`config.mk`:
```
export PLATFORM = sky130hd
export DESIGN_NAME = bitstream_field_scheduler_flat
export DESIGN_NICKNAME = d
export VERILOG_FILES = /design/src/rtl/bitstream_field_scheduler_pkg.sv /design/src/rtl/bitstream_field_scheduler_if.sv /design/src/rtl/bitstream_field_scheduler_field_mux.sv /design/src/rtl/bitstream_field_scheduler.sv /design/src/flat_wrapper.sv
export SDC_FILE = /design/constraint.sdc
export NUM_CORES = 1
export LEC_CHECK = 0
export ABC_AREA = 1
export CAP_MARGIN = 20
export CORE_AREA = 2 2 273 275
export CTS_CLUSTER_DIAMETER = 60
export CTS_CLUSTER_SIZE = 40
export DETAILED_ROUTE_END_ITERATION = 16
export DIE_AREA = 0 0 275 277
export HOLD_SLACK_MARGIN = 0.05
export PLACE_DENSITY = 0.43
export SYNTH_ARGS = -nofsm -noshare
export SYNTH_HDL_FRONTEND = slang
export SYNTH_SLANG_ARGS = --single-unit
```
`constraint.sdc`:
```
create_clock -name clock -period 7.6 [get_ports clock]
set_input_delay 0.76 -clock clock [delete_from_list [all_inputs] [get_ports clock]]
set_output_delay 0.76 -clock clock [all_outputs]
set_load 0.02 [all_outputs]
```
`src/rtl/bitstream_field_scheduler_pkg.sv`:
```
// Shared types and constants for the bitstream field scheduler: FSM states and source indices.
package bitstream_pkg;

  localparam int DATA_W_DEFAULT = 64;
  localparam int NUM_SRC        = 4;

  localparam int SRC_FRAME_HDR  = 0;
  localparam int SRC_PIC_HDR    = 1;
  localparam int SRC_SLICE_HDR  = 2;
  localparam int SRC_SLICE_DATA = 3;

  typedef enum logic [2:0] {
    ST_IDLE,
    ST_FRAME_HDR,
    ST_PIC_HDR,
    ST_SLICE_HDR,
    ST_SLICE_DATA,
    ST_FLUSH,
    ST_DONE
  } state_t;

  function automatic logic is_phase(state_t s);
    return (s == ST_FRAME_HDR) || (s == ST_PIC_HDR) ||
           (s == ST_SLICE_HDR) || (s == ST_SLICE_DATA);
  endfunction

  function automatic logic [1:0] src_of_state(state_t s);
    case (s)
      ST_PIC_HDR:    return 2'(SRC_PIC_HDR);
      ST_SLICE_HDR:  return 2'(SRC_SLICE_HDR);
      ST_SLICE_DATA: return 2'(SRC_SLICE_DATA);
      default:       return 2'(SRC_FRAME_HDR);
    endcase
  endfunction

endpackage

```
`src/rtl/bitstream_field_scheduler_if.sv`:
```
// Frame control, per-source field streams and bit-packer output of the field scheduler.
interface bitstream_field_scheduler_if #(
  parameter int DATA_W = 64,
  parameter int CNT_W  = 16
);
  logic                frame_start;
  logic [CNT_W-1:0]    slice_count;
  logic                frame_busy;
  logic                frame_done;
  logic [3:0]          src_start;
  logic [3:0]          src_done;
  logic [3:0]          src_enable;
  logic [4*DATA_W-1:0] src_val;
  logic [4*DATA_W-1:0] src_size;
  logic [3:0]          src_flush;
  logic                output_enable;
  logic [DATA_W-1:0]   val;
  logic [DATA_W-1:0]   size_of_bit;
  logic                flush_bit;
  logic [31:0]         field_count;
  logic                protocol_error;

  modport master (
    output frame_start, slice_count, src_done, src_enable, src_val, src_size, src_flush,
    input  frame_busy, frame_done, src_start, output_enable, val, size_of_bit, flush_bit,
           field_count, protocol_error
  );

  modport slave (
    input  frame_start, slice_count, src_done, src_enable, src_val, src_size, src_flush,
    output frame_busy, frame_done, src_start, output_enable, val, size_of_bit, flush_bit,
           field_count, protocol_error
  );
endinterface

```
`src/rtl/bitstream_field_scheduler_field_mux.sv`:
```
// Registered 4:1 field selector with flush-field injection; one cycle latency, no backpressure.
module field_mux
  import bitstream_pkg::*;
#(
  parameter int DATA_W = DATA_W_DEFAULT
) (
  input  logic                      clock,
  input  logic                      reset,
  input  logic                      sel_en,
  input  logic [1:0]                sel,
  input  logic                      inject_flush,
  input  logic [NUM_SRC-1:0]        src_enable,
  input  logic [NUM_SRC*DATA_W-1:0] src_val,
  input  logic [NUM_SRC*DATA_W-1:0] src_size,
  input  logic [NUM_SRC-1:0]        src_flush,
  output logic                      output_enable,
  output logic [DATA_W-1:0]         val,
  output logic [DATA_W-1:0]         size_of_bit,
  output logic                      flush_bit
);

  always_ff @(posedge clock or posedge reset) begin
    if (reset) begin
      output_enable <= 1'b0;
      val           <= '0;
      size_of_bit   <= '0;
      flush_bit     <= 1'b0;
    end else if (inject_flush) begin
      output_enable <= 1'b1;
      val           <= '0;
      size_of_bit   <= '0;
      flush_bit     <= 1'b1;
    end else if (sel_en && src_enable[sel]) begin
      output_enable <= 1'b1;
      val           <= src_val[int'(sel)*DATA_W +: DATA_W];
      size_of_bit   <= src_size[int'(sel)*DATA_W +: DATA_W];
      flush_bit     <= src_flush[sel];
    end else begin
      output_enable <= 1'b0;
      val           <= '0;
      size_of_bit   <= '0;
      flush_bit     <= 1'b0;
    end
  end

endmodule

```
`src/rtl/bitstream_field_scheduler.sv`:
```
// Frame sequencer: runs frame/picture/slice header and slice data sources in order, forwards the
// granted source's fields with one cycle latency, then closes the frame with a flush field.
module bitstream_field_scheduler
  import bitstream_pkg::*;
#(
  parameter int DATA_W  = DATA_W_DEFAULT,
  parameter int CNT_W   = 16,
  parameter int TIMEOUT = 4096
) (
  input  logic                       clock,
  input  logic                       reset,
  bitstream_field_scheduler_if.slave bus
);

  localparam int WD_W = (TIMEOUT > 2) ? $clog2(TIMEOUT) : 1;

  state_t               state, state_nxt;
  logic [CNT_W-1:0]     slices_left;
  logic [WD_W-1:0]      wd_cnt;
  logic [NUM_SRC-1:0]   src_start_q;
  logic [31:0]          field_count_q;
  logic                 protocol_error_q;

  logic                 in_phase;
  logic [1:0]           cur_src;
  logic [NUM_SRC-1:0]   active_mask;
  logic                 cur_done;
  logic                 field_load;
  logic                 stray;
  logic                 wd_expired;
  logic                 frame_accept;
  logic                 enter_phase;

  logic                 mux_oe;
  logic [DATA_W-1:0]    mux_val;
  logic [DATA_W-1:0]    mux_size;
  logic                 mux_flush;

  always_ff @(posedge clock or posedge reset) begin
    if (reset) state <= ST_IDLE;
    else       state <= state_nxt;
  end

  always_comb begin
    in_phase     = is_phase(state);
    cur_src      = src_of_state(state);
    active_mask  = in_phase ? (NUM_SRC'(1) << cur_src) : '0;
    cur_done     = |(bus.src_done & active_mask);
    field_load   = (|(bus.src_enable & active_mask)) || (state == ST_FLUSH);
    // Anything from a source that does not own the current phase is a protocol violation.
    stray        = |((bus.src_done | bus.src_enable) & ~active_mask);
    wd_expired   = in_phase && !cur_done && (wd_cnt == WD_W'(TIMEOUT - 1));
    frame_accept = 1'b0;
    state_nxt    = state;
    case (state)
      ST_IDLE: begin
        if (bus.frame_start) begin
          frame_accept = 1'b1;
          state_nxt    = ST_FRAME_HDR;
        end
      end
      ST_FRAME_HDR:  if (cur_done) state_nxt = ST_PIC_HDR;
      ST_PIC_HDR:    if (cur_done) state_nxt = ST_SLICE_HDR;
      ST_SLICE_HDR:  if (cur_done) state_nxt = ST_SLICE_DATA;
      ST_SLICE_DATA: begin
        if (cur_done) state_nxt = (slices_left > CNT_W'(1)) ? ST_SLICE_HDR : ST_FLUSH;
      end
      ST_FLUSH:      state_nxt = ST_DONE;
      ST_DONE:       state_nxt = ST_IDLE;
      default:       state_nxt = ST_IDLE;
    endcase
    if (wd_expired) state_nxt = ST_FLUSH;
    enter_phase = is_phase(state_nxt) && (state_nxt != state);
  end

  always_ff @(posedge clock or posedge reset) begin
    if (reset) begin
      slices_left      <= '0;
      wd_cnt           <= '0;
      src_start_q      <= '0;
      field_count_q    <= '0;
      protocol_error_q <= 1'b0;
    end else begin
      src_start_q <= enter_phase ? (NUM_SRC'(1) << src_of_state(state_nxt)) : '0;

      if (frame_accept)
        slices_left <= (bus.slice_count == '0) ? CNT_W'(1) : bus.slice_count;
      else if (state == ST_SLICE_DATA && cur_done)
        slices_left <= slices_left - CNT_W'(1);

      if (state_nxt != state) wd_cnt <= '0;
      else if (in_phase)      wd_cnt <= wd_cnt + WD_W'(1);

      if (frame_accept)
        field_count_q <= '0;
      else if (field_load && field_count_q != 32'hFFFF_FFFF)
        field_count_q <= field_count_q + 32'd1;

      if (frame_accept)             protocol_error_q <= 1'b0;
      else if (stray || wd_expired) protocol_error_q <= 1'b1;
    end
  end

  field_mux #(.DATA_W(DATA_W)) u_field_mux (
    .clock         (clock),
    .reset         (reset),
    .sel_en        (in_phase),
    .sel           (cur_src),
    .inject_flush  (state == ST_FLUSH),
    .src_enable    (bus.src_enable),
    .src_val       (bus.src_val),
    .src_size      (bus.src_size),
    .src_flush     (bus.src_flush),
    .output_enable (mux_oe),
    .val           (mux_val),
    .size_of_bit   (mux_size),
    .flush_bit     (mux_flush)
  );

  assign bus.output_enable  = mux_oe;
  assign bus.val            = mux_val;
  assign bus.size_of_bit    = mux_size;
  assign bus.flush_bit      = mux_flush;
  assign bus.src_start      = src_start_q;
  assign bus.frame_busy     = (state != ST_IDLE);
  assign bus.frame_done     = (state == ST_DONE);
  assign bus.field_count    = field_count_q;
  assign bus.protocol_error = protocol_error_q;

endmodule

```
`src/flat_wrapper.sv`:
```
// flat-port wrapper written by rule: the top's interface ports become plain ports
module bitstream_field_scheduler_flat import bitstream_pkg::*;
#(
  parameter int DATA_W  = DATA_W_DEFAULT,
  parameter int CNT_W   = 16,
  parameter int TIMEOUT = 4096
)
  (clock, reset, bus_frame_start, bus_slice_count, bus_src_done, bus_src_enable, bus_src_val, bus_src_size, bus_src_flush, bus_frame_busy, bus_frame_done, bus_src_start, bus_output_enable, bus_val, bus_size_of_bit, bus_flush_bit, bus_field_count, bus_protocol_error);
  bitstream_field_scheduler_if #(.DATA_W(DATA_W), .CNT_W(CNT_W)) bus_i ();
  input  logic clock;
  input  logic reset;
  input wire logic [$bits(bus_i.frame_start)-1:0] bus_frame_start;
  input wire logic [$bits(bus_i.slice_count)-1:0] bus_slice_count;
  input wire logic [$bits(bus_i.src_done)-1:0] bus_src_done;
  input wire logic [$bits(bus_i.src_enable)-1:0] bus_src_enable;
  input wire logic [$bits(bus_i.src_val)-1:0] bus_src_val;
  input wire logic [$bits(bus_i.src_size)-1:0] bus_src_size;
  input wire logic [$bits(bus_i.src_flush)-1:0] bus_src_flush;
  output wire logic [$bits(bus_i.frame_busy)-1:0] bus_frame_busy;
  output wire logic [$bits(bus_i.frame_done)-1:0] bus_frame_done;
  output wire logic [$bits(bus_i.src_start)-1:0] bus_src_start;
  output wire logic [$bits(bus_i.output_enable)-1:0] bus_output_enable;
  output wire logic [$bits(bus_i.val)-1:0] bus_val;
  output wire logic [$bits(bus_i.size_of_bit)-1:0] bus_size_of_bit;
  output wire logic [$bits(bus_i.flush_bit)-1:0] bus_flush_bit;
  output wire logic [$bits(bus_i.field_count)-1:0] bus_field_count;
  output wire logic [$bits(bus_i.protocol_error)-1:0] bus_protocol_error;
  assign bus_i.frame_start = bus_frame_start;
  assign bus_i.slice_count = bus_slice_count;
  assign bus_i.src_done = bus_src_done;
  assign bus_i.src_enable = bus_src_enable;
  assign bus_i.src_val = bus_src_val;
  assign bus_i.src_size = bus_src_size;
  assign bus_i.src_flush = bus_src_flush;
  assign bus_frame_busy = bus_i.frame_busy;
  assign bus_frame_done = bus_i.frame_done;
  assign bus_src_start = bus_i.src_start;
  assign bus_output_enable = bus_i.output_enable;
  assign bus_val = bus_i.val;
  assign bus_size_of_bit = bus_i.size_of_bit;
  assign bus_flush_bit = bus_i.flush_bit;
  assign bus_field_count = bus_i.field_count;
  assign bus_protocol_error = bus_i.protocol_error;
  bitstream_field_scheduler #(.DATA_W(DATA_W), .CNT_W(CNT_W), .TIMEOUT(TIMEOUT)) u_core (.clock(clock), .reset(reset), .bus(bus_i));
endmodule
```
==> impl_metrics.yaml <==
worst_setup_path:
  critical_path_arrival_ns: 4.17
  r2r-start: "u_core.state[1]"
  r2r_slack_ns: 3.79
  r2r_end: "u_core.bus.field_count[21]"
  slowest_stage: "sky130_fd_sc_hd__nand2_1"
  worstSetupEndpointType: "flip-flop"
  critical_path.startpoint_type: "flip-flop"
  critical_path.most_common_cell: "sky130_fd_sc_hd__nand2_1"
  reg2regPathDepth: 9
  timing.critical_path.slowest_cell_delay_ns: 0.84
  timing.critical_path.cells: "nor2_2 > nand2_1 > o22ai_1 > nor2_4 > nand2_2 > nand2_1 > nand2_1 > nand4_1 > o21ai_1"
  crit_path_class: "flip-flop to flip-flop"
  worst_ep_required_time_ns: 7.96
  critPathMaxFanout: 32
timing:
  clock_skew_ns: 0.00944
  setup-violations-final: 0
  period_share: 0.501
  final.setup.tns_ns: 0
  finalWorstPathRequiredPeriod_ns: 3.81
  maxSlewViolCount: 0
  worst_max_slew_pin_slew_ns: 1.24
  max-slew-margin-rel: 0.174
  rsz0062_at_grt: "false"
  hold_viol_final: 0
  max_freq_mhz: 262
floorplanning:
  coreArea_sq_mm: 0.0736
  die_width_um: 275
  num_rows: 100
  die-height_um: 277
  initial_core_util: 0.155
  design.portCount: 712
  die_footprint_sq_mm: 0.0762
global_routing:
  global_route.overflow_total: 0
  grt_first_pass_wirelength_um: 94500
  first_global_vias: 13999
  grt_start_max_net_pins: 179
  track_usage: 0.170
  initial_antenna_violation_count: 20
clock_tree:
  numClockSinks: 198
  h-tree-depth: 4
  post_cts.resized_instances: 0
  hold_bufs_inserted_after_cts: 0
  cts_root_buf: "sky130_fd_sc_hd__clkbuf_16"
  clk-insertion-delay-late_ns: 0.50
  total_cts_buffers: 17
  cts_tree: "yes"
  cts-root-to-sink-buffers: 2
  clk_pin_slew_ns: 0.08
  post-cts-setup-buffer-count: 0
flow_run:
  maxCapViolCount: 0
finish:
  count_of_fill_cells_added_during_filler_insertion: 7965
  multiInputGateArea_sq_mm: 0.00573
  final_layout_size_suffix_gt1_frac: 0.0307
  layout_commonest_cell: "sky130_fd_sc_hd__clkdlybuf4s50_1"
  area.growth.synth_to_final_pct: 75.3
  layout_common_cells: "sky130_fd_sc_hd__clkdlybuf4s50_1 (711), sky130_fd_sc_hd__nand2_1 (390), sky130_fd_sc_hd__dfrtp_1 (198)"
  seq_area_sq_mm: 0.00495
  design.final.nets: 2649
  post-route-util: 0.272
  fin_cells: 3095
detailed_routing:
  drt_pass1_iterations: 5
  final_antenna_net_count: 0
  post_drt_via_cell_ratio: 4.33
  routedWlPerCell_um: 21.5
  drt_iter0_markers: 635
  vias: 13412
  wl_um: 66400
  drc: 0
yosys:
  synthesis.area_per_instance_sq_um: 7.73
  asyncSetResetFlopFracSynth: 1.00
  postSynth.topFlopCell: "sky130_fd_sc_hd__dfrtp_1"
  cell_area_after_synthesis_sq_mm: 0.0114
  yosys.cell_types.count: 43
  ys_seq_area_frac: 0.434
  ys_warn_count: 0
  syn_nets: 2023
  ys_seq_elements: 198
  synth_enable_flop_cells: 0
  netlist_instances: 1476
placed_design:
  post-place-cells: 3052
  hpwl_um: 51200
  globalplace.congestion: 0.874
  buffer_ports.inserted: 711
power_and_ir_drop:
  power.density_mw_per_mm2: 330
  power.leakage_nw: 7.79
  max-vdd-ir-drop_uv: 280
outcome:
  run_status: "completed"
min_path:
  hold_path.class: "flip-flop to flip-flop"
  min_to: "u_core.slices_left[14]"
  hold-path-cell-count: 2
  worst_hold_startpoint: "u_core.slices_left[14]"
## report_power, final
group          switching (mW)  internal [mW]  total (mW)
Clock                   0.504          0.494       0.998
Sequential              0.181           1.36        1.55
Combinational            2.68           1.38        4.06
## worst max-delay path, delay by kind of cell (launching register included)
kind               cells  cell delay, ns
and+or+nand+nor        7            2.90
AOI/OAI and AO/OA      2            0.25
DFF                    1            0.49
## final cells by class
cell class | count | share of cell area
inverters | 64 | 0.0130
well taps | 969 | 0.0606
clock buffers | 17 | 0.0213
repair buffers | 722 | 0.361
clock inverters | 14 | 0.00839
diodes | 12 | 0.00150
multi-input cells | 1099 | 0.287
flip-flops and latches | 198 | 0.248
## registers in the layout, indices dropped and copies added (netlist names)
register and flops:
u_core.u_field_mux.size_of_bit 64, u_core.u_field_mux.flush_bit 1, u_core.u_field_mux.output_enable 1, u_core.u_field_mux.val 64, u_core.bus.src_start 4, u_core.bus.field_count 32
u_core.slices_left 16, u_core.state 3, u_core.wd_cnt 12, u_core.bus.protocol_error 1
## cells in the mapped netlist (2+ instances only)
cell type / instances / area, sq um
sky130_fd_sc_hd__a211oi_1: 130 / 976
sky130_fd_sc_hd__a21oi_1: 134 / 671
sky130_fd_sc_hd__buf_1: 13 / 48.8
sky130_fd_sc_hd__buf_2: 56 / 280
sky130_fd_sc_hd__clkbuf_1: 45 / 169
sky130_fd_sc_hd__dfrtp_1: 198 / 4950
sky130_fd_sc_hd__ha_1: 4 / 50.1
sky130_fd_sc_hd__inv_1: 60 / 225
sky130_fd_sc_hd__inv_2: 3 / 11.3
sky130_fd_sc_hd__nand2_1: 391 / 1470
sky130_fd_sc_hd__nand2_2: 2 / 12.5
sky130_fd_sc_hd__nand3_1: 59 / 295
sky130_fd_sc_hd__nand3_2: 4 / 40.0
sky130_fd_sc_hd__nand3b_1: 2 / 15.0
sky130_fd_sc_hd__nand4_1: 19 / 119
sky130_fd_sc_hd__nor2_1: 87 / 327
sky130_fd_sc_hd__nor2_2: 5 / 31.3
sky130_fd_sc_hd__nor2_4: 2 / 22.5
sky130_fd_sc_hd__nor3_1: 27 / 135
sky130_fd_sc_hd__o211ai_1: 2 / 15.0
sky130_fd_sc_hd__o21ai_0: 21 / 105
sky130_fd_sc_hd__o21ai_1: 14 / 70.1
sky130_fd_sc_hd__o21bai_1: 2 / 15.0
sky130_fd_sc_hd__o22ai_1: 133 / 832
sky130_fd_sc_hd__o31ai_1: 12 / 90.1
sky130_fd_sc_hd__o32ai_1: 2 / 17.5
sky130_fd_sc_hd__xnor2_1: 7 / 61.3
sky130_fd_sc_hd__xor2_1: 27 / 236
## stage by stage
stage / area [sq um] / power [mW] / hold WS [ns] / worst slack [ns]
after floorplan: 11400 / 4.01 / 0.494 / 1.44
after global placement: 19400 / 5.67 / 0.535 / 3.47
after detailed placement: 19400 / 5.70 / 0.540 / 3.35
after CTS: 20000 / 6.75 / 0.563 / 3.72
after global routing: 20000 / 7.11 / 0.591 / 3.24
final: 20000 / 6.60 / 0.551 / 3.79
## how the worst max path moves through the flow
stage                                  from                    endpoint  slack [ns]  cells after the start
after floorplan                       reset   u_core.bus.field_count[0]        1.44                      1
after global placement    bus_src_enable[3]  u_core.bus.field_count[29]        3.47                      9
after detailed placement  bus_src_enable[3]  u_core.bus.field_count[21]        3.35                      9
after CTS                   u_core.state[1]  u_core.bus.field_count[21]        3.72                      9
after global routing        u_core.state[1]  u_core.bus.field_count[25]        3.24                      9
final                       u_core.state[1]  u_core.bus.field_count[21]        3.79                      9
## routing by layer
metal | track usage | share of wire | vias to the layer above
li1 | - | - | 6469
met1 | 0.188 | 0.38 | 6358
met2 | 0.295 | 0.50 | 478
met3 | 0.0505 | 0.070 | 91
met4 | 0.0833 | 0.042 | 16
met5 | 0 | 0.0016 | -
## kinds of logic after synthesis
logic type	Yosys count	share of synthesized area
xor+xnor	34	0.0261
fa+ha+maj	4	0.00439
simple gates	602	0.218
buf+inv	179	0.0654
flops	198	0.434
compound gates	459	0.251
Power figures use the tool's default switching activity.
==> variant 1 (same settings) <==
Re-encode `state_t` (7 states) as one-hot, 7 bits wide.
--- a/src/rtl/bitstream_field_scheduler_pkg.sv
+++ b/src/rtl/bitstream_field_scheduler_pkg.sv
@@ -9,14 +9,14 @@
   localparam int SRC_SLICE_HDR  = 2;
   localparam int SRC_SLICE_DATA = 3;
 
-  typedef enum logic [2:0] {
-    ST_IDLE,
-    ST_FRAME_HDR,
-    ST_PIC_HDR,
-    ST_SLICE_HDR,
-    ST_SLICE_DATA,
-    ST_FLUSH,
-    ST_DONE
+  typedef enum logic [6:0] {
+    ST_IDLE       = 7'b0000001,
+    ST_FRAME_HDR  = 7'b0000010,
+    ST_PIC_HDR    = 7'b0000100,
+    ST_SLICE_HDR  = 7'b0001000,
+    ST_SLICE_DATA = 7'b0010000,
+    ST_FLUSH      = 7'b0100000,
+    ST_DONE       = 7'b1000000
   } state_t;
 
   function automatic logic is_phase(state_t s);
Formal check against the unedited RTL: same outputs for any inputs over 4 cycles, from zero or initial values and one cycle with reset high; so few cycles prove little.
==> variant 1 against the unedited design <==
Die area did not move; area after synthesis up 5.3%; sequential cell count grew 4; critical path depth is 2 higher; worst setup slack better by 490 ps; critical path type unchanged; wire length increased by 11%; design area grew 7.1%.
Power is not compared: it rests on default switching activity, and its combinational part moved more than twofold at a synthesized area within 25%.
==> variant 1: results (changes against the unedited design) <==
metric	value	unit	change
status	complete, no violations		
sequential element share of the synthesized area	0.421		-0.0134
first-pass GRT wire length	105	mm	+11%
Detailed Place HPWL	58.8	mm	+15%
Hold Slack	541	ps	-9.78 ps
largest net degree at the start of global routing	133		-26%
Synth Area in XOR/XNOR	0.0153		-0.0108
Worst Hold Path Cells	1		-1
H-tree Lvls	2		-2
Layout Nets	2967		+12%
Adder-Cell Fraction of Synth Area	0.00417		-0.000220
largest cells by area after synthesis	dfrtp_1, nand2_1, inv_1		
Clock Tree Buf Depth	3		+1
Synth top cells by count	nand2_1, inv_1, dfrtp_1		
post-synth cell types	47		+9.3%
WL/cell	21.5	µm	+0.24%
Worst Hold End	u_core.bus.field_count[14]$_DFFE_PP0P_		
syn_nets	2289		+13%
r2r setup slk	4280	ps	+490 ps
CP delay by family, top	buffers and inverters		
CP arrival	3810	ps	-360 ps
crit path max-delay cell type	buf_4		
worst r2r path cells	11		+2
GRT Overall Usage	0.189		+0.0192
RR Endpoint	u_core.u_field_mux.size_of_bit[17]$_DFF_PP0_		
gpl congestion	0.898		+2.7%
multiplexer area fraction after synthesis	0.000834		+0.000834
layout cell share with drive strength beyond 1	0.0605		+0.0297
Min-Delay Startpoint	u_core.bus.field_count[14]$_DFFE_PP0P_		
worst slew pin tran	1150	ps	-90.4 ps
initial antenna violation count	14		-30%
==> variant 1: cell count changes after synthesis, sizes merged, moves of 6 or more <==
| cell | before | now |
|---|---|---|
| xor2 | 27 | 17 |
| clkbuf | 45 | 53 |
| nor2 | 94 | 100 |
| o22ai | 133 | 3 |
| a21oi | 135 | 20 |
| nand4 | 19 | 125 |
| a22oi | 1 | 22 |
| a211oi | 130 | 1 |
| inv | 63 | 226 |
| nand2 | 393 | 752 |
| nor4 | 1 | 13 |
| o31ai | 12 | 0 |
| o21ai | 35 | 49 |
| buf | 70 | 29 |
==> variant 1: power by group through the flow <==
| stage | sequential (µW) | clock [µW] | combinational (µW) |
|---|---|---|---|
| after floorplan | 1380 | 0 | 495 |
| after detailed placement | 1310 | 0 | 1250 |
| final | 1300 | 1730 | 1230 |
| after global placement | 1310 | 0 | 1250 |
| after CTS | 1300 | 1810 | 1260 |
| after global routing | 1310 | 1840 | 1350 |
==> variant 1: final cells by class <==
cell class / count / area [µm²]
Antenna cell: 6 / 15.0
Clock buffer: 42 / 997
Clock inverter: 25 / 275
Fill cell: 7893 / 52200
Inverter: 227 / 867
Multi-Input combinational cell: 1231 / 5750
Sequential cell: 202 / 5060
Tap cell: 969 / 1210
Timing Repair Buffer: 720 / 7230
==> variant 1: through the flow <==
stage	instance area, µm²	setup WS [ps]	cells
finish	21400	4280	3422
detailed placement	20100	4240	3349
floorplan	12000	1330	1742
global placement	20100	4260	3348
global route	21400	4080	3420
CTS	21400	4200	3416
==> variant 1: per-layer routing <==
metal,vias up,part of all wire,global-route usage
met1,6795,0.40,0.222
met3,89,0.083,0.0590
li1,6882,-,-
met5,-,0.00057,0
met4,6,0.026,0.0505
met2,550,0.49,0.331
==> variant 2 (same flow settings) <==
Made on the original files. `TIMEOUT` is set to 4096 in 2 places; all go to 16384.
--- a/src/rtl/bitstream_field_scheduler.sv
+++ b/src/rtl/bitstream_field_scheduler.sv
@@ -5,7 +5,7 @@
 #(
   parameter int DATA_W  = DATA_W_DEFAULT,
   parameter int CNT_W   = 16,
-  parameter int TIMEOUT = 4096
+  parameter int TIMEOUT = 16384
 ) (
   input  logic                       clock,
   input  logic                       reset,
--- a/src/flat_wrapper.sv
+++ b/src/flat_wrapper.sv
@@ -3,7 +3,7 @@
 #(
   parameter int DATA_W  = DATA_W_DEFAULT,
   parameter int CNT_W   = 16,
-  parameter int TIMEOUT = 4096
+  parameter int TIMEOUT = 16384
 )
   (clock, reset, bus_frame_start, bus_slice_count, bus_src_done, bus_src_enable, bus_src_val, bus_src_size, bus_src_flush, bus_frame_busy, bus_frame_done, bus_src_start, bus_output_enable, bus_val, bus_size_of_bit, bus_flush_bit, bus_field_count, bus_protocol_error);
   bitstream_field_scheduler_if #(.DATA_W(DATA_W), .CNT_W(CNT_W)) bus_i ();
Formal check against the unedited RTL: no difference found for any inputs over 4 cycles, from zero or initial values and one cycle with reset high; that may be too few to reach the edited logic, so the function may still have changed.
==> variant 2 against the unedited design <==
Design area up 0.84%; worst setup slack better by 590 ps; area after synthesis up 1.6%; power down 1.2%; sequential cell count up 2; largest cell class unchanged; cell count up 0.16%; clock skew up 1.5 ps; wire length up 3.5%.
==> variant 2: results (changes against the unedited design) <==
metric	value	unit	change
Crit path largest cell delay	820	ps	-20 ps
GRT Overall Usage	0.176		+0.00570
Layout Utilization	0.274		+0.00228
syn_nets	2033		+0.49%
WL/cell	22.2	µm	+3.4%
worst r2r path cells	8		-1
pre-CTS setup slack	4290	ps	+943 ps
Placed Cells incl. Taps	3062		+0.33%
crit path max fanout	75		+130%
worst slew pin tran	997	ps	-242 ps
CP arrival	3530	ps	-640 ps
synthesized area per cell	7.80	µm²	+0.91%
CP startpoint	u_core.state[2]$_DFF_PP0_		
first-pass GRT wire length	97.4	mm	+3.1%
post-synth cell types	46		+7.0%
Psw	3270	µW	-2.7%
M3 GR Usage	0.0510		+0.000520
gpl congestion	0.924		+5.7%
Inverters	73		+14%
Hold Slack	526	ps	-25.3 ps
Antenna Diode Count	7		-5
DR WL met2	34.7	mm	+3.8%
nonclk buf count	724		+0.28%
met1 GRT Util	0.201		+0.0128
Layout clock buffers	18		+1
Multi-In Gates	1097		-0.18%
Layout Nets	2660		+0.42%
crit path max-delay cell type	buf_4		
VDD IR max	0.000379	V	+35%
fraction of area in multi-input gates	0.285		-0.00195
met2 GRT Util	0.310		+0.0151
layout cell share with drive strength beyond 1	0.0391		+0.00833
power per cell area	324	nW/µm²	-2.0%
status	complete, no violations		
Synth Area in Compound Gates	0.248		-0.00372
met1 WL	26.8	mm	+5.6%
RR Endpoint	u_core.u_field_mux.val[3]$_DFF_PP0_		
Worst Hold End	u_core.bus.protocol_error$_DFFE_PP0P_		
Synth top cells by count	nand2_1, dfrtp_1, a21oi_1		
Placed Area	19500	µm²	+0.60%
Min-Delay Startpoint	u_core.bus.protocol_error$_DFFE_PP0P_		
sequential share of cell area	0.248		+0.000421
largest cells by area after synthesis	dfrtp_1, nand2_1, a211oi_1		
final setup skew	10.9	ps	+1.49 ps
Iter 0 DRT Violations	736		+16%
initial antenna violation count	19		-5.0%
Post-Synthesis Cell Area	11600	µm²	+1.6%
routed wire length	68.7	mm	+3.5%
final worst slack	4380	ps	+593 ps
vias	13603		+1.4%
sequential element share of the synthesized area	0.432		-0.00248
Num Clock Sinks	200		+1.0%
-- variant 2: changes by cell type after synthesis, sizes merged, moves of 3 or more --
| cell | delta |
|---|---|
| buf | +23 |
| a21oi | +3 |
| nor4 | +6 |
| clkbuf | -22 |
| inv | +8 |
| nand4 | +4 |
| xor2 | -9 |
| nand2 | +23 |
| o22ai | -3 |
| o31ai | +4 |
| nand3 | -11 |
| xnor2 | +4 |
| nor2 | -22 |
-- variant 2: worst register-to-register path, stage by stage (launching register included) --
cell      delay (ps)
dfrtp_1          480
inv_4            100
nand2_2           80
clkinv_2          90
nand2_1          130
nand2_4          310
inv_4            710
buf_4            870
a211oi_1         270
-- variant 2: power by group through the flow --
| stage | sequential (µW) | combinational [µW] | clock (µW) |
|---|---|---|---|
| after floorplan | 1730 | 2200 | 0 |
| after CTS | 1510 | 4040 | 1090 |
| after detailed placement | 1530 | 4020 | 0 |
| after global placement | 1520 | 3980 | 0 |
| after global routing | 1530 | 4340 | 1120 |
| final | 1500 | 3980 | 1040 |
